`config.mk`:
```
export PLATFORM = sky130hd
export DESIGN_NAME = alu_seq_muldiv
export DESIGN_NICKNAME = d
export VERILOG_FILES = /design/src/rtl/alu_pkg.sv /design/src/rtl/alu_seq_muldiv.sv
export SDC_FILE = /design/constraint.sdc
export NUM_CORES = 1
export LEC_CHECK = 0
export CAP_MARGIN = 20
export CELL_PAD_IN_SITES_DETAIL_PLACEMENT = 0
export CELL_PAD_IN_SITES_GLOBAL_PLACEMENT = 2
export CORE_UTILIZATION = 25
export CTS_BUF_LIST = sky130_fd_sc_hd__clkbuf_8
export DETAILED_ROUTE_END_ITERATION = 7
export HOLD_SLACK_MARGIN = 0.15
export PLACE_DENSITY_LB_ADDON = 0.25
export SLEW_MARGIN = 15
export SYNTH_ARGS = -nofsm -noshare
export SYNTH_HDL_FRONTEND = slang
export SYNTH_SLANG_ARGS = --single-unit
```
`constraint.sdc`:
```
create_clock -name clk -period 1.7 [get_ports clk]
set_clock_uncertainty 0.2 [all_clocks]
set_input_delay 0.17 -clock clk [delete_from_list [all_inputs] [get_ports clk]]
set_output_delay 0.17 -clock clk [all_outputs]
set_load 0.05 [all_outputs]
```
`src/rtl/alu_pkg.sv`:
```
// alu_pkg: shared widths, ALU opcodes, request ops and sequencer state enum
package alu_pkg;
  localparam int WIDTH = 24;
  localparam logic [2:0] ALUOP_AND = 3'b000;
  localparam logic [2:0] ALUOP_OR  = 3'b001;
  localparam logic [2:0] ALUOP_ADD = 3'b010;
  localparam logic OP_MUL = 1'b0;
  localparam logic OP_DIV = 1'b1;
  typedef enum logic [1:0] {IDLE, RUN, DONE} state_t;
endpackage

```
`src/rtl/alu_seq_muldiv.sv`:
```
// alu_seq_muldiv: 24-bit shift-add multiply / restoring divide sequencer over an external ALU; divide enabled by ALU_SEQ_DIV_EN
module alu_seq_muldiv
  import alu_pkg::*;
(
  input  logic             clk,
  input  logic             rst_n,
  input  logic             in_valid,
  output logic             in_ready,
  input  logic             in_op,
  input  logic [WIDTH-1:0] in_a,
  input  logic [WIDTH-1:0] in_b,
  output logic             out_valid,
  input  logic             out_ready,
  output logic [WIDTH-1:0] out_hi,
  output logic [WIDTH-1:0] out_lo,
  output logic             out_dz,
  output logic             out_err,
  output logic [WIDTH-1:0] alu_a,
  output logic [WIDTH-1:0] alu_b,
  output logic             alu_ainvert,
  output logic             alu_bnegate,
  output logic [2:0]       alu_op,
  input  logic [WIDTH-1:0] alu_result,
  input  logic             alu_carry_out
);
  state_t state, state_n;
  logic [WIDTH-1:0] hi, lo, opnd, hi_n, lo_n;
  logic [4:0] cnt;
  logic dz_f, err_f, short_f, accept;
`ifdef ALU_SEQ_DIV_EN
  logic div_f, take;
`endif
  assign in_ready = state == IDLE;
  assign out_valid = state == DONE;
  assign accept = in_valid && in_ready;
  assign short_f = dz_f || err_f;
  assign alu_ainvert = 1'b0;
  assign alu_op = ALUOP_ADD;
  // one multiply or divide step per RUN cycle through the external ALU
  always_comb begin
    alu_a = '0;
    alu_b = '0;
    alu_bnegate = 1'b0;
    hi_n = hi;
    lo_n = lo;
`ifdef ALU_SEQ_DIV_EN
    take = 1'b0;
`endif
    if (state == RUN && !short_f) begin
`ifdef ALU_SEQ_DIV_EN
      if (div_f) begin
        alu_a = {hi[WIDTH-2:0], lo[WIDTH-1]};
        alu_b = opnd;
        alu_bnegate = 1'b1;
        take = hi[WIDTH-1] || alu_carry_out;
        hi_n = take ? alu_result : alu_a;
        lo_n = {lo[WIDTH-2:0], take};
      end else
`endif
      begin
        alu_a = hi;
        alu_b = lo[0] ? opnd : '0;
        {hi_n, lo_n} = {alu_carry_out, alu_result, lo[WIDTH-1:1]};
      end
    end
  end
  // next-state: accept in IDLE, 24 steps or one short cycle in RUN, wait for out_ready in DONE
  always_comb begin
    state_n = state;
    case (state)
      IDLE: state_n = accept ? RUN : IDLE;
      RUN:  state_n = (short_f || cnt == 5'd23) ? DONE : RUN;
      DONE: state_n = out_ready ? IDLE : DONE;
      default: state_n = IDLE;
    endcase
  end
  // state, operand/partial registers and result latches
  always_ff @(posedge clk or negedge rst_n) begin
    if (!rst_n) begin
      state <= IDLE;
      hi <= '0;
      lo <= '0;
      opnd <= '0;
      cnt <= '0;
      dz_f <= 1'b0;
      err_f <= 1'b0;
      out_hi <= '0;
      out_lo <= '0;
      out_dz <= 1'b0;
      out_err <= 1'b0;
`ifdef ALU_SEQ_DIV_EN
      div_f <= 1'b0;
`endif
    end else begin
      state <= state_n;
      if (accept) begin
        hi <= '0;
        cnt <= '0;
        out_dz <= 1'b0;
        out_err <= 1'b0;
`ifdef ALU_SEQ_DIV_EN
        div_f <= in_op == OP_DIV;
        lo <= in_op == OP_DIV ? in_a : in_b;
        opnd <= in_op == OP_DIV ? in_b : in_a;
        dz_f <= in_op == OP_DIV && in_b == '0;
        err_f <= 1'b0;
`else
        lo <= in_b;
        opnd <= in_a;
        dz_f <= 1'b0;
        err_f <= in_op == OP_DIV;
`endif
      end else if (state == RUN) begin
        hi <= hi_n;
        lo <= lo_n;
        cnt <= cnt + 5'd1;
        if (state_n == DONE) begin
          out_hi <= short_f ? (dz_f ? lo : '0) : hi_n;
          out_lo <= short_f ? (dz_f ? '1 : '0) : lo_n;
          out_dz <= dz_f;
          out_err <= err_f;
        end
      end
    end
  end
endmodule

```
==> flow_metrics.tcl, run 1 <==
set metrics [dict create \
    clock_latency_ns 0.45 \
    power.internal_mw 12.3 \
    total_leakage_power_nw 5.17 \
    whs_endpoint "out_hi[3]" \
    ant_nets 0 \
    vdd_drop_max_v 0.000684 \
    period_needed_ns 2.19 \
    p_seq_share_pct 25.6 \
    crit_type "reg2out" \
    register_area_um2 3230 \
    grt_usage_pct 18.4 \
    die_area_um2 24600 \
    worstReg2RegStart "state[1]" \
    multi_input_area_um2 3270 \
    drt-initial-drc-count 265 \
    globalplace.congestion 0.806 \
    hold_depth 3 \
    min_from "alu_result[4]" \
    clock.fmax_ghz 0.457 \
    antenna_found_initial 0 \
    required_ns 1.33 \
    final_layout_size_suffix_gt1_share_pct 45.6 \
    dpl_cell_area_um2 8860 \
    setup_tns_ns -29.58 \
    die_h_um 157 \
    path_cells "nor3b_4 > buf_4 > buf_6 > buf_12 > and2_4 > buf_12" \
    avgSynthCellArea_um2 9.53 \
    diodes 0 \
    routed_via_density 4.74 \
    hold_ws_ns 0.185 \
    rows 56 \
    cap_violations 0 \
    yosysWarnings 0 \
    hp-class "in2reg" \
    drcViolationCount 0 \
    p_switching_mw 10.0 \
    fin_cells 1245 \
    portBuffers 176 \
    cts_buffer_depth 2 \
    place_hpwl_um 12900 \
    pwr-share-comb_pct 62.7 \
    wl_per_cell_um 19.0 \
    final_nets 992 \
    violations "negative setup slack" \
    clkPwrFrac_pct 11.7 \
    htreeDepth 4 \
    grt-ovfl-total 0 \
    ys.flop_type "dfrtp_1" \
    power.density_nw_per_um2 1960 \
    cp_max_fo 15 \
    worst_slack_ns -0.488 \
    crit_buf_inv 4 \
    die_width_um 157 \
    reg2reg_depth 7 \
    hold_viol_final 0 \
    crit_path_end_kind "output port" \
    worst_path_largest_cell_delay_ns 0.43 \
    cp_slowest_cell "dfrtp_2" \
    ys_seq_area_share_pct 53.8 \
    cp_common_cell "buf_12" \
    fin_crit_sh_pct 129 \
    routed_wl_um 23600 \
    synth_edf_count 0 \
    final_area_um2 11400 \
    finalPower_mw 22.4 \
    numClockSinks 129 \
    area_growth_pct 90.1 \
    finalSetupViolCount 150 \
    ys_async_sr_fraction_pct 100 \
    vias 5904 \
    worst_setup_path_start_kind "flip-flop" \
    grt_pass1_wl_um 33800 \
    synth_cells 630 \
    ys_ff_latch 129 \
    path_clk_slew_ns 0.08 \
    crit_family "buffers and inverters" \
    root_buffer "clkbuf_8" \
    grt_max_degree 39 \
    dr.pass1.iters 4 \
    dp_slack_ns -0.137 \
    nFillCells 2183 \
    fin_util_pct 48.5 \
    synth.distinct_cells 34 \
    reg2reg_slack_ns -0.13 \
    finalMaxSlewViolations 0 \
    num_io_pins 183 \
    arrival_ns 1.82 \
    grt_pass1_vias 5931 \
    status "finished with violations" \
    placedCellCount 1112 \
    tritoncts "done" \
    initial_utilization_pct 25.5 \
    reg2reg_to "hi[23]" \
    numCtsBuffers 17 \
    netlist_area_um2 6000 \
    swShare_pct 44.8 \
    rsz0062_at_grt "yes" \
    core_area_um2 23500 \
]
[placed cells by master, fill, tap and decap left out, drive strengths merged, types with 4 or more instances in the layout]
cell	instances
nand3	95
a22o	41
clkinv	4
nand2b	4
dfrtp	129
clkinvlp	4
conb	6
nand2	138
and3	24
a21oi	14
clkbuf	32
and2	24
clkdlybuf4s50	76
nor2	10
dlygate4sd3	53
nand3b	48
o21ai	4
buf	183
a21o	17
[worst max-delay path by stage]
stage                        start         to  slack, ns  cells past startpoint
final                        err_f  alu_a[16]      -0.49                      6
after global routing         err_f   alu_a[3]      -0.56                      6
after CTS                    err_f  alu_a[16]      -0.49                      6
after detailed placement  state[1]  alu_b[22]      -0.14                      4
after global placement    state[1]  alu_b[10]      -0.14                      4
after floorplan           state[1]  alu_b[10]      -0.07                      4
[layer usage]
layer / vias up / track usage (%) / wire [um]
li1: 2739 / - / -
met1: 2957 / 23.8 / 10300
met2: 184 / 29.8 / 11600
met3: 24 / 4.76 / 1410
met4: 0 / 5.93 / 347
met5: - / 0 / 0
[flip-flops by register name, summed over array words and instances (netlist names)]
signal and count:
lo 24, state 2, cnt 5, hi 24, err_f 1, out_hi 24
out_err 1, opnd 24, out_lo 24
[worst register-to-register path, delay by kind of cell (launching register included)]
kind            cells  cell delay (ns)
buf+inv             5             0.67
flops               1             0.44
compound gates      2             0.41
[timing repair]
item | 4_1_cts | 5_1_grt
pin swaps | 10 | 99
gates cloned | 15 | 11
resized for setup | 38 | 206
endpoints found under the hold margin | 184 | 0
endpoints found under the setup margin | 110 | 178
hold buffers | 53 | 0
setup buffers | 15 | 15
[cells by family after synthesis]
group                      count (synthesis)  share of synthesized area, %
adders and majority gates                  1                         0.208
buffers and inverters                     63                          5.29
and+or+nand+nor                          352                          30.0
AOI/OAI and AO/OA                         80                          10.1
other                                      2                         0.125
muxes                                      3                         0.521
DFF                                      129                          53.8
[power groups by stage]
| stage | logic (mW) | clock network (mW) | registers, mW |
|---|---|---|---|
| 6_report | 14.0 | 2.62 | 5.74 |
| 5_1_grt | 14.9 | 2.82 | 5.92 |
| 4_1_cts | 12.7 | 2.70 | 5.46 |
| 3_5_place_dp | 10.4 | 0 | 5.51 |
| 3_3_place_gp | 10.2 | 0 | 5.48 |
| 2_1_floorplan | 4.91 | 0 | 7.01 |
[Yosys cell counts (14+ instances only)]
| cell type | count | share of area [%] |
|---|---|---|
| nand2_1 | 138 | 8.6 |
| dfrtp_1 | 129 | 54 |
| nand3_1 | 95 | 7.9 |
| nand3b_1 | 48 | 6.0 |
| a22o_1 | 41 | 6.0 |
| clkbuf_1 | 29 | 1.8 |
| and2_1 | 24 | 2.5 |
| and3_1 | 24 | 2.5 |
| a21o_1 | 17 | 2.1 |
| buf_2 | 17 | 1.4 |
| a21oi_1 | 14 | 1.2 |
| buf_4 | 14 | 1.8 |
[final cells by class]
class                      instances  share of cell area, %
multi-input combinational        442                   28.7
inverter                           1                 0.0548
timing repair buffer             322                   36.1
tap                              319                   3.50
clock inverter                    10                  0.734
sequential                       129                   28.3
clock buffer                      22                   2.65
(Power assumes the default switching activity.)
==> run 2, diff against run 1 <==
--- a/config.mk
+++ b/config.mk
@@ -5,9 +5,9 @@
 export SDC_FILE = /design/constraint.sdc
 export NUM_CORES = 1
 export LEC_CHECK = 0
-export CAP_MARGIN = 20
 export CELL_PAD_IN_SITES_DETAIL_PLACEMENT = 0
 export CELL_PAD_IN_SITES_GLOBAL_PLACEMENT = 2
+export CORE_MARGIN = 5
 export CORE_UTILIZATION = 25
 export CTS_BUF_LIST = sky130_fd_sc_hd__clkbuf_8
 export DETAILED_ROUTE_END_ITERATION = 7
==> constraint.sdc (replaced) <==
create_clock -name clk -period 2.15 [get_ports clk]
set_clock_uncertainty 0.2 [all_clocks]
set_input_delay 0.215 -clock clk [delete_from_list [all_inputs] [get_ports clk]]
set_output_delay 0.215 -clock clk [all_outputs]
set_load 0.05 [all_outputs]
==> flow_metrics.tcl, run 2 (synthesis results as in run 1) <==
set metrics [dict create \
    status "finished with violations" \
    violations "negative setup slack" \
    finalSetupViolCount 36 \
    grt_pass1_vias 5699 \
    tritoncts "done" \
    hp-class "in2reg" \
    globalplace.congestion 0.783 \
    cp_max_fo 16 \
    final_cell_mix "138 x nand2_1, 127 x dfrtp_1, 117 x clkdlybuf4s50_1" \
    drt-initial-drc-count 305 \
    pwr-share-comb_pct 56.9 \
    finalPower_mw 14.9 \
    cp_slowest_cell "dfrtp_2" \
    hold_depth 3 \
    rsz0062_at_grt "yes" \
    vias 5522 \
    worst_path_largest_cell_delay_ns 0.43 \
    initial_utilization_pct 25.5 \
    worst_slack_ns -0.0489 \
    die_width_um 165 \
    vdd_drop_max_v 0.000549 \
    dpl_cell_area_um2 8620 \
    root_buffer "clkbuf_8" \
    die_area_um2 27200 \
    grt_usage_pct 15.8 \
    cap_violations 0 \
    portBuffers 176 \
    area_growth_pct 61.4 \
    numCtsBuffers 17 \
    dr.pass1.iters 4 \
    final_common_cell "nand2_1" \
    relSlewSlack_pct 60.8 \
    clkPwrFrac_pct 13.5 \
    cts_buffer_depth 2 \
    wl_per_cell_um 18.2 \
    p_seq_share_pct 29.5 \
    antenna_found_initial 0 \
    reg2reg_depth 7 \
    total_leakage_power_nw 4.37 \
    swShare_pct 45.4 \
    finalMaxSlewViolations 0 \
    clock.fmax_ghz 0.455 \
    power.density_nw_per_um2 1540 \
    numClockSinks 129 \
    htreeDepth 4 \
    arrival_ns 1.78 \
    required_ns 1.74 \
    drcViolationCount 0 \
    grt_pass1_wl_um 33200 \
    reg2reg_slack_ns 0.20 \
    routed_wl_um 21200 \
    hold_viol_final 0 \
    path_cells "nor3b_4 > buf_6 > buf_12 > and2_1 > buf_12" \
    fin_crit_sh_pct 102 \
    final_nets 915 \
    routed_via_density 4.72 \
    cp_common_cell "buf_12" \
    final_layout_size_suffix_gt1_share_pct 19.6 \
    tightest_slew_ns 0.586 \
    crit_type "reg2out" \
    grt_max_degree 52 \
    ant_nets 0 \
    grt-ovfl-total 0 \
    core_area_um2 23500 \
    worst_setup_path_start_kind "flip-flop" \
    clock_latency_ns 0.44 \
    period_needed_ns 2.20 \
    p_switching_mw 6.78 \
    path_clk_slew_ns 0.08 \
    rows 56 \
    num_io_pins 183 \
    power.internal_mw 8.16 \
    place_hpwl_um 13300 \
    final_area_um2 9690 \
    die_h_um 165 \
    nFillCells 2361 \
    crit_path_end_kind "output port" \
]
## run 2: changes by cell type in the layout (fill, tap and decap cells not counted), moves of 23 or more
cell and change:
buf_4 -51, nand2_2 -45, clkdlybuf4s50_1 +41, nand3_1 +42, nand2_1 +77, buf_12 -23, nand2_4 -32, nand3_2 -42
## run 2: layout make-up
| type | count | area, um2 | share of cell area (%) |
|---|---|---|---|
| tap | 319 | 399 | 4.12 |
| timing repair buffer | 245 | 3040 | 31.3 |
| clock buffer | 21 | 289 | 2.98 |
| antenna | 1 | 2.50 | 0.0258 |
| multi-input combinational | 442 | 2640 | 27.2 |
| clock inverter | 11 | 87.6 | 0.904 |
| inverter | 1 | 3.75 | 0.0387 |
| sequential | 129 | 3230 | 33.3 |
## run 2: power by group through the flow
stage                     combinational, mW  clock [mW]  sequential (mW)
after floorplan                        3.69           0             5.52
after global placement                 7.78           0             4.36
after detailed placement               7.89           0             4.40
after CTS                              8.58        2.10             4.41
after global routing                   9.10        2.20             4.57
final                                  8.51        2.02             4.41
## run 2: worst max-delay path, delay by kind of cell (launching register included)
kind / cells / cell delay, ns
buffers and inverters: 3 / 0.49
flip-flops: 1 / 0.43
AND/OR/NAND/NOR: 2 / 0.42
## run 2: what timing repair did
item / in CTS / in global routing
gates resized for setup: 43 / 7
hold buffers: 34 / 0
pin swaps: 19 / 10
endpoints found under the hold margin: 161 / 0
buffers inserted: 5 / 1
cloned: 4 / 0
setup endpoints to repair: 48 / 54
## run 2: worst paths after layout
kind	from	to
worst max register to register	state[0]	lo[19]
max in group asynchronous	rst_n	opnd[7]
worst max-delay path	err_f	alu_a[20]
worst min-delay path	alu_result[2]	out_hi[1]
min in group asynchronous	rst_n	hi[2]
worst min register to register	opnd[18]	opnd[18]
## run 2: metal layers
metal	vias to the layer above	wire (um)	track usage, %
li1	2580	-	-
met1	2744	9980	21.5
met2	173	9450	24.7
met3	25	1510	4.69
met4	0	314	4.27
met5	-	0	0
## run 2: stage by stage
step                      TNS, ns  instances  hold WS [ns]  setup WS (ns)  utilization (%)
after global routing        -6.17       1168         0.176         -0.160             41.1
after global placement          0       1092        0.0137          0.289             36.6
after CTS                   -2.05       1167         0.155        -0.0672             41.0
after detailed placement        0       1092        0.0158          0.267             36.6
after floorplan                 0        634        -0.281          0.157                -
final                       -1.23       1169         0.192        -0.0489             41.2
